--- src/rtl/scalar_mat_pkg.sv ---
// Shared types and helpers for the scalar x matrix scale sequencer.
//   state_t   : sequencer FSM states (idle, streaming reads, draining writes, done pulse)
//   addr_w()  : element-index width for an a x b matrix (at least 1 bit)
//   sat_hi()  : most positive n-bit signed value, zero-extended to 64 bits
//   sat_lo()  : most negative n-bit signed value; only its low n bits are meaningful
package scalar_mat_pkg;

   typedef enum logic [1:0] {
      StIdle,
      StRun,
      StDrain,
      StDone
   } state_t;

   function automatic int unsigned addr_w(input int unsigned a, input int unsigned b);
      int unsigned n;
      n = a * b;
      return (n > 1) ? $clog2(n) : 1;
   endfunction

   function automatic logic [63:0] sat_hi(input int unsigned n);
      return (64'd1 << (n - 1)) - 64'd1;
   endfunction

   function automatic logic [63:0] sat_lo(input int unsigned n);
      return ~sat_hi(n);
   endfunction

endpackage

--- src/rtl/fxp_mul_fit.sv ---
// Combinational signed fixed-point multiply with result fitting.
//   a, b   in  N_BITS  signed two's complement operands
//   res    out N_BITS  (a*b) >>> FRAC_BITS fitted to N_BITS
//   ovf    out 1       shifted product lies outside the N_BITS signed range
// Build option SCALE_SAT_EN: when defined, out-of-range results clamp to the signed
// limits; otherwise the low N_BITS of the shifted product are returned (wrap).
module fxp_mul_fit
   import scalar_mat_pkg::*;
#(
   parameter int unsigned N_BITS    = 22,
   parameter int unsigned FRAC_BITS = 0
) (
   input  logic [N_BITS-1:0] a,
   input  logic [N_BITS-1:0] b,
   output logic [N_BITS-1:0] res,
   output logic              ovf
);

`ifdef SCALE_SAT_EN
   localparam logic [N_BITS-1:0] SatHi = N_BITS'(sat_hi(N_BITS));
   localparam logic [N_BITS-1:0] SatLo = N_BITS'(sat_lo(N_BITS));
`endif

   logic signed [2*N_BITS-1:0] a_ext;
   logic signed [2*N_BITS-1:0] b_ext;
   logic signed [2*N_BITS-1:0] prod;
   logic signed [2*N_BITS-1:0] shifted;
   logic        [N_BITS:0]     hi;

   always_comb begin
      a_ext   = {{N_BITS{a[N_BITS-1]}}, a};
      b_ext   = {{N_BITS{b[N_BITS-1]}}, b};
      // Low 2*N_BITS bits of the extended product equal the exact signed product.
      prod    = a_ext * b_ext;
      shifted = prod >>> FRAC_BITS;
      // The value fits iff every bit from the N_BITS sign position upward agrees.
      hi      = shifted[2*N_BITS-1:N_BITS-1];
      ovf     = !((hi == '0) || (hi == '1));
`ifdef SCALE_SAT_EN
      if (ovf) begin
         res = shifted[2*N_BITS-1] ? SatLo : SatHi;
      end else begin
         res = shifted[N_BITS-1:0];
      end
`else
      res = shifted[N_BITS-1:0];
`endif
   end

endmodule

--- src/rtl/scalar_mat_scale_seq.sv ---
// Scalar x matrix scale sequencer. Streams a SIZE_A x SIZE_B row-major matrix from a source
// RAM through one shared fixed-point multiplier into a result RAM, one element per cycle,
// with backpressure from the result RAM.
//   clk, rst_n        clock (rising edge), asynchronous active-low reset
//   start, abort      1-cycle request (taken only when idle) / cancel current operation
//   scale             scalar, latched when a start is accepted
//   busy, done        high while streaming / 1-cycle pulse after the last write
//   rd_en, rd_addr    source RAM read strobe and element index (data returns next cycle)
//   rd_data           source element; RAM holds it while rd_en is low
//   wr_en, wr_addr    result RAM write strobe and element index
//   wr_data           scaled element
//   wr_ready          result RAM accepts the write when wr_en && wr_ready
//   ovf               sticky out-of-range flag, cleared when a start is accepted
// Build option SCALE_SAT_EN selects saturating (defined) or wrapping (undefined) results.
// Pipeline: S0 issues the read, S1 multiplies the returned data, S2 presents the write.
// A refused write freezes all three stages.
module scalar_mat_scale_seq
   import scalar_mat_pkg::*;
#(
   parameter int unsigned  SIZE_A    = 8,
   parameter int unsigned  SIZE_B    = 8,
   parameter int unsigned  N_BITS    = 22,
   parameter int unsigned  FRAC_BITS = 0,
   localparam int unsigned ADDR_W    = addr_w(SIZE_A, SIZE_B)
) (
   input  logic              clk,
   input  logic              rst_n,
   input  logic              start,
   input  logic              abort,
   input  logic [N_BITS-1:0] scale,
   output logic              busy,
   output logic              done,
   output logic              rd_en,
   output logic [ADDR_W-1:0] rd_addr,
   input  logic [N_BITS-1:0] rd_data,
   output logic              wr_en,
   output logic [ADDR_W-1:0] wr_addr,
   output logic [N_BITS-1:0] wr_data,
   input  logic              wr_ready,
   output logic              ovf
);

   localparam int unsigned       NumElem  = SIZE_A * SIZE_B;
   localparam logic [ADDR_W-1:0] LastAddr = ADDR_W'(NumElem - 1);

   state_t            state_q, state_d;
   logic [ADDR_W-1:0] rd_cnt_q, rd_cnt_d;
   logic [N_BITS-1:0] scale_q, scale_d;
   logic              v1_q, v1_d;
   logic              v2_q, v2_d;
   logic [ADDR_W-1:0] a1_q, a1_d;
   logic [ADDR_W-1:0] wr_addr_q, wr_addr_d;
   logic [N_BITS-1:0] wr_data_q, wr_data_d;
   logic              ovf_q, ovf_d;

   logic              stall;
   logic              issue;
   logic              last_wr;
   logic [N_BITS-1:0] fit_res;
   logic              fit_ovf;

   fxp_mul_fit #(
      .N_BITS    (N_BITS),
      .FRAC_BITS (FRAC_BITS)
   ) u_mul (
      .a   (rd_data),
      .b   (scale_q),
      .res (fit_res),
      .ovf (fit_ovf)
   );

   always_comb begin
      stall   = v2_q && !wr_ready;
      issue   = (state_q == StRun) && !stall;
      last_wr = v2_q && wr_ready && (wr_addr_q == LastAddr);
   end

   always_comb begin
      state_d   = state_q;
      rd_cnt_d  = rd_cnt_q;
      scale_d   = scale_q;
      v1_d      = v1_q;
      v2_d      = v2_q;
      a1_d      = a1_q;
      wr_addr_d = wr_addr_q;
      wr_data_d = wr_data_q;
      ovf_d     = ovf_q;

      // Pipeline advance; everything holds while the result RAM refuses the write.
      if (!stall) begin
         v1_d = issue;
         if (issue) begin
            a1_d = rd_cnt_q;
         end
         v2_d = v1_q;
         if (v1_q) begin
            wr_addr_d = a1_q;
            wr_data_d = fit_res;
            if (fit_ovf) begin
               ovf_d = 1'b1;
            end
         end
      end

      // Counter parks on the last index so no read past the matrix is ever issued.
      if (issue && (rd_cnt_q != LastAddr)) begin
         rd_cnt_d = rd_cnt_q + 1'b1;
      end

      unique case (state_q)
         StIdle: begin
            if (start && !abort) begin
               state_d  = StRun;
               scale_d  = scale;
               ovf_d    = 1'b0;
               rd_cnt_d = '0;
            end
         end
         StRun: begin
            if (abort) begin
               state_d = StIdle;
               v1_d    = 1'b0;
               v2_d    = 1'b0;
            end else if (issue && (rd_cnt_q == LastAddr)) begin
               state_d = StDrain;
            end
         end
         StDrain: begin
            if (abort) begin
               state_d = StIdle;
               v1_d    = 1'b0;
               v2_d    = 1'b0;
            end else if (last_wr) begin
               state_d = StDone;
            end
         end
         StDone: begin
            state_d = StIdle;
         end
         default: begin
            state_d = StIdle;
         end
      endcase
   end

   always_ff @(posedge clk or negedge rst_n) begin
      if (!rst_n) begin
         state_q   <= StIdle;
         rd_cnt_q  <= '0;
         scale_q   <= '0;
         v1_q      <= 1'b0;
         v2_q      <= 1'b0;
         a1_q      <= '0;
         wr_addr_q <= '0;
         wr_data_q <= '0;
         ovf_q     <= 1'b0;
      end else begin
         state_q   <= state_d;
         rd_cnt_q  <= rd_cnt_d;
         scale_q   <= scale_d;
         v1_q      <= v1_d;
         v2_q      <= v2_d;
         a1_q      <= a1_d;
         wr_addr_q <= wr_addr_d;
         wr_data_q <= wr_data_d;
         ovf_q     <= ovf_d;
      end
   end

   always_comb begin
      busy    = (state_q == StRun) || (state_q == StDrain);
      done    = (state_q == StDone);
      rd_en   = issue;
      rd_addr = rd_cnt_q;
      wr_en   = v2_q;
      wr_addr = wr_addr_q;
      wr_data = wr_data_q;
      ovf     = ovf_q;
   end

endmodule

--- config.mk ---
export PLATFORM = sky130hd
export DESIGN_NAME = scalar_mat_scale_seq
export DESIGN_NICKNAME = d
export VERILOG_FILES = /design/src/rtl/scalar_mat_pkg.sv /design/src/rtl/fxp_mul_fit.sv /design/src/rtl/scalar_mat_scale_seq.sv
export SDC_FILE = /design/constraint.sdc
export NUM_CORES = 1
export LEC_CHECK = 0
export BUFFER_PORTS_ARGS = -buffer_cell sky130_fd_sc_hd__buf_2
export CAP_MARGIN = 20
export CORE_ASPECT_RATIO = 1.4
export CORE_MARGIN = 2
export CORE_UTILIZATION = 55
export DETAILED_ROUTE_END_ITERATION = 10
export PLACE_DENSITY = 0.72
export SYNTH_ARGS = -nofsm -noshare
export SYNTH_HDL_FRONTEND = slang
export SYNTH_SLANG_ARGS = --single-unit
--- constraint.sdc ---
create_clock -name clk -period 10.5 [get_ports clk]
set_input_delay 1.575 -clock clk [delete_from_list [all_inputs] [get_ports clk]]
set_output_delay 1.575 -clock clk [all_outputs]
set_load 0.005 [all_outputs]
Word-level counts from Yosys, hierarchy flattened
Index checks and enable logic that the tools add are counted.
{"block": "totals", "register_bits": 67, "out_inout_bits": 39, "elab_cells": 61}
{"block": "op_classes", "addsub": 1, "mul": 1, "eq_ne": 10, "muxes": 20, "bitwise": 1, "reduce_logical": 19}
{"operator": "22-bit by 22-bit multiplier with 44-bit output", "n": 1}
{"operator": "23-bit equality test, second input constant", "n": 1}
{"operator": "23-bit zero test", "n": 1}
{"operator": "6-bit two-way mux", "n": 3}
{"operator": "6-bit equality test, second input constant", "n": 2}
{"operator": "1-bit two-way mux", "n": 11}
{"operator": "2-bit two-way mux", "n": 5}
{"operator": "2-bit case mux with 4 select lines", "n": 1}
{"operator": "1-bit logical AND", "n": 7}
{"operator": "6-bit by 1-bit adder with 6-bit output, second input constant", "n": 1}
{"operator": "6-bit inequality test, second input constant", "n": 1}
{"operator": "2-bit AND reduction", "n": 3}
{"operator": "2-bit equality test, second input constant", "n": 2}
{"operator": "1-bit zero test", "n": 3}
{"operator": "3-bit by 2-bit inequality test with 1-bit output, second input constant", "n": 1}
{"operator": "3-bit inequality test, second input constant", "n": 1}
{"operator": "3-bit AND reduction", "n": 1}
{"operator": "2-bit by 1-bit equality test with 1-bit output, second input constant", "n": 1}
{"operator": "2-bit zero test", "n": 1}
{"operator": "1-bit logical OR", "n": 2}
{"operator": "2-bit inequality test, second input constant", "n": 1}
{"operator": "2-bit OR reduction", "n": 1}
{"operator": "1-bit inverter", "n": 1}

Longest topological paths before layout
{"block": "depth", "depth_word": 8, "depth_mapped": 28}

By module
From an unflattened synthesis, not the netlist that was laid out.
{"block": "unflattened", "cells_unflattened": 2094, "area_unflattened_um2": 20417.1}
{"module": "fxp_mul_fit", "instances": 1, "cells_each": 1908, "area_each_um2": 17644.4}
{"module": "scalar_mat_scale_seq", "instances": 1, "cells_each": 186, "area_each_um2": 2772.7}

Least setup slack after synthesis
OpenSTA, ideal clock, no wires.
{"block": "synth_path", "path_kind": "input to register", "startpoint": "in rd_data[21]", "endpoint": "reg ovf_q (netlist: ovf)", "t_arrival_ps": 8484, "required_time_ps": 10372, "setup_slack_ps": 1888, "stages": 23, "path_buffers": 2, "path_cell_list": "clkbuf_1 -> nand2_1 -> inv_1 -> fa_1 -> fa_1 -> fa_1 -> inv_1 -> fa_1 -> fa_1 -> fa_1 -> fa_1 -> inv_1 -> ha_1 -> clkbuf_1 -> nand2_1 -> o21a_1 -> nor2_1 -> o31a_2 -> o211ai_1 -> or4_1 -> or4_1 -> nor4_1 -> nor3_1"}
{"block": "synth_via", "elab_chain_cells": 8, "word_cells_on_any_way": 9}
{"element": "start: declaration", "line_no": "scalar_mat_scale_seq.sv:35", "rtl": "input logic [N_BITS-1:0] rd_data,"}
{"element": "22-bit by 22-bit multiplier with 44-bit output *", "line_no": "fxp_mul_fit.sv:34", "rtl": "prod = a_ext * b_ext;"}
{"element": "23-bit equality test or 23-bit zero test (tied branches)", "line_no": "fxp_mul_fit.sv:38", "rtl": "ovf = !((hi == '0) || (hi == '1));"}
{"element": "1-bit logical OR *", "line_no": "fxp_mul_fit.sv:38"}
{"element": "1-bit two-way mux *", "line_no": "scalar_mat_scale_seq.sv:99", "rtl": "if (fit_ovf) begin"}
{"element": "1-bit two-way mux *", "line_no": "scalar_mat_scale_seq.sv:96", "rtl": "if (v1_q) begin"}
{"element": "1-bit two-way mux *", "line_no": "scalar_mat_scale_seq.sv:90", "rtl": "if (!stall) begin"}
{"element": "1-bit two-way mux", "line_no": "scalar_mat_scale_seq.sv:112", "rtl": "if (start && !abort) begin"}
{"element": "1-bit two-way mux *", "line_no": "scalar_mat_scale_seq.sv:110", "rtl": "unique case (state_q)"}
{"element": "via ovf_d", "line_no": "scalar_mat_scale_seq.sv:54", "rtl": "logic ovf_q, ovf_d;"}
{"element": "end signal: assignment", "line_no": "scalar_mat_scale_seq.sv:166", "rtl": "ovf_q <= ovf_d;"}
{"element": "end: declaration", "line_no": "scalar_mat_scale_seq.sv:54"}
The timed path passes the listed nets; every way through them passes the cells marked *.
A chain may end at the register's enable or synchronous reset.

Worst setup path in the final report
Ends and elaborated chain as after synthesis.

==> metrics.cfg <==
[route]
drt-total-wl_um = 52810
vias = 15166
wl_met3_um = 2205
drt_first_pass_iters = 5
topRoutingLayerUsed = met5
via_per_inst = 5.680
drc = 0
met1Wirelength_um = 17620
routed-wl-met2_um = 29710
wl_per_cell_um = 19.78
drt_iter0_markers = 901
detail-route-antenna-nets = 0

[floorplan]
start_util = 0.5546
die_height_um = 233.8
coreArea_um2 = 37420
row_count = 84
die-width_um = 168.2
die_area_um2 = 39320
ios = 88

[worst_setup_path]
start_kind = input port
r2r_cells = 21
r2r_end = ovf
path_class = input port to register
cp_max_fo = 22
endpoint_kind = register
setup.worst_path.start = rd_data[21]
r2r_slack_ns = 2.19
crit_end = ovf
worstPathRequired_ns = 10.74
reg2reg_from = scale_q[4]
cp_data_arrival_time_ns = 9.28

[clock_tree]
htreeDepth = 3
postCtsHoldBufs = 0
postCtsSetupBuffers = 0
clock_sink_count = 67
clk_latency_ns = 0.39
cts.repair.resized = 0
cts_buffer_depth = 2
cts_root_buf = clkbuf_16
cts.clk_slew.worst_paths_ns = 0.07
cts_tree = yes
cts_buffers = 9

[yosys]
yosys_warnings = 0
synth-seq-cells = 67
synthCells = 2192
synth_ff_type = dfrtp_1
synth_edf_count = 0
ys_seq_area_frac = 0.08079
synth.distinct_cells = 70
synth_area_leader_cell = fa_1
synth_area_leaders = fa_1 (48%), ha_1 (8.5%), dfrtp_1 (8.1%)
avgSynthCellArea_um2 = 9.467
async_flop_share = 1.000
syn-cell-area_um2 = 20750
synth_top_area_share = 0.4833
synth_nets = 2883

[cells_and_area]
synthToLayoutAreaGrowth_pct = 4.751
drive_above_1_share = 0.07738
fin_cells = 2670
post-route-util = 0.5810
fillers = 3263
antenna_cells = 0
fin_nets = 2883

[sta]
fin_skew_ns = 0.02572
fin_crit_sh = 0.8607
tightest_slew_ns = 0.9530
hold_slack_ns = 0.4785
finalHoldViolCount = 0
setup_viol = 0
max_slew_margin = 0.3647
tns_ns = 0
drv_slew = 0
rsz0062_at_grt = false
max_freq_mhz = 110.7
min_period_ns = 9.037

[grt]
grtUsageTotal = 0.2833
grt_pass1_vias = 17065
grt_max_degree = 68
grt_pass1_wl_um = 85640
overflow = 0
grt_antenna_before_repair = 2

[placed_design]
dp_hpwl_um = 43310
gp_congestion = 0.9135
io_buffers = 87
dp.cells = 2654

[run_status]
status = finished, final reports clean

[min_path]
min_path_type = register to register
hold_start = a1_q[2]

[flow_run]
maxCapViolCount = 0

[synthesized netlist by cell type (4+ instances only)]
master,instances
a2111oi_0,4
a211oi_1,8
a21o_1,9
a21oi_1,52
and2_1,151
and3_1,5
and4_1,4
buf_2,5
clkbuf_1,101
dfrtp_1,67
fa_1,501
ha_1,141
inv_1,429
mux2_2,33
nand2_1,396
nand2b_1,19
nand3_1,13
nand4_1,15
nor2_1,42
nor2b_1,7
nor3_1,11
nor3b_1,4
o211ai_1,8
o21a_1,9
o21ai_0,46
o21ai_1,5
xnor2_1,24
xor2_1,16
[cell usage in the layout (no fill, tap or decap), types with 3 or more instances in the layout]
| master | instances |
|---|---|
| and4_1 | 4 |
| a211oi_1 | 8 |
| buf_2 | 86 |
| or3_1 | 3 |
| xnor3_1 | 3 |
| buf_4 | 14 |
| o21bai_1 | 3 |
| dfrtp_1 | 67 |
| xnor2_1 | 24 |
| a21oi_1 | 52 |
| a2111oi_0 | 4 |
| and3_1 | 5 |
| o21a_1 | 9 |
| mux2_2 | 33 |
| nor4_1 | 3 |
| nand2b_1 | 19 |
| a21o_1 | 9 |
| nor3_1 | 11 |
| a311oi_1 | 3 |
| o211ai_1 | 8 |
| nand4_1 | 15 |
| nor2_1 | 42 |
| o21ai_1 | 5 |
| nand2_1 | 396 |
| nor2b_1 | 7 |
| clkbuf_16 | 9 |
| ha_1 | 141 |
| o21ai_0 | 46 |
| xor2_1 | 16 |
| nor3b_1 | 3 |
| and2_1 | 151 |
| inv_6 | 3 |
| nand3_1 | 13 |
| inv_1 | 429 |
| fa_1 | 501 |
| nor4b_1 | 3 |
| o31ai_1 | 3 |
| or2_2 | 3 |
| or4_1 | 3 |
[critical path, stage by stage]
cell and delay, ns:
buf_2 0.34, nand2_1 0.20, inv_1 0.12, fa_1 0.48
fa_1 0.83, fa_1 0.50, inv_1 0.44, fa_1 0.55
fa_1 0.60, fa_1 0.45, fa_1 0.49, inv_1 0.04
ha_1 0.36, a21oi_1 0.25, o21a_1 0.23, nor2_1 0.11
nor4_4 0.26, o211ai_1 0.13, or4_1 0.52, or4_1 0.40
nor4_1 0.30, nor3_1 0.10
[sequential cells by signal, summed over array words and instances, names as in the netlist]
| register | flops |
|---|---|
| ovf | 1 |
| v1_q | 1 |
| scale_q | 22 |
| a1_q | 6 |
| wr_en | 1 |
| wr_data | 22 |
| wr_addr | 6 |
| rd_addr | 6 |
| state_q | 2 |
[stage by stage]
step	setup WS, ns	instance area (um2)
floorplan	1.888	20750
global placement	1.259	21430
detailed placement	1.098	21430
CTS	1.479	21740
global route	0.9613	21740
finish	1.463	21740
[final cells by class]
| cell class | count | area, um2 | area share |
|---|---|---|---|
| Inverter | 430 | 1614 | 0.07425 |
| Sequential cell | 67 | 1677 | 0.07713 |
| Timing Repair Buffer | 100 | 535.5 | 0.02463 |
| Clock inverter | 7 | 81.33 | 0.003741 |
| Multi-Input combinational cell | 1584 | 17010 | 0.7827 |
| Tap cell | 473 | 591.8 | 0.02722 |
| Clock buffer | 9 | 225.2 | 0.01036 |
[cell families (layout without fill, tap and decap cells)]
family                     count (synthesis)  count (layout)  share of synthesized area
and+or+nand+nor                          688             688                     0.1559
adders and majority gates                642             642                     0.5683
buffers and inverters                    541             546                    0.09960
AOI/OAI and AO/OA                        174             174                    0.05481
DFF                                       67              67                    0.08079
xor gates and xnor gates                  45              45                    0.02170
muxes                                     35              35                    0.01887
[metal layers]
| metal | up-vias | track usage |
|---|---|---|
| met4 | 2 | 0.1665 |
| met5 | - | 0 |
| met3 | 209 | 0.03494 |
| li1 | 6579 | - |
| met1 | 7846 | 0.2948 |
| met2 | 530 | 0.5458 |
[how the worst min path moves through the flow]
stage | end | slack, ns | depth (start not counted)
after floorplan | a1_q[1] | 0.44 | 2
after global placement | a1_q[3] | 0.46 | 2
after detailed placement | a1_q[2] | 0.47 | 2
after CTS | a1_q[3] | 0.48 | 2
after global routing | a1_q[3] | 0.51 | 2
final | a1_q[2] | 0.48 | 2
Power is left out: the tool's default activity adds up to more than one toggle a clock period on the data nets, which glitch-free logic cannot reach.
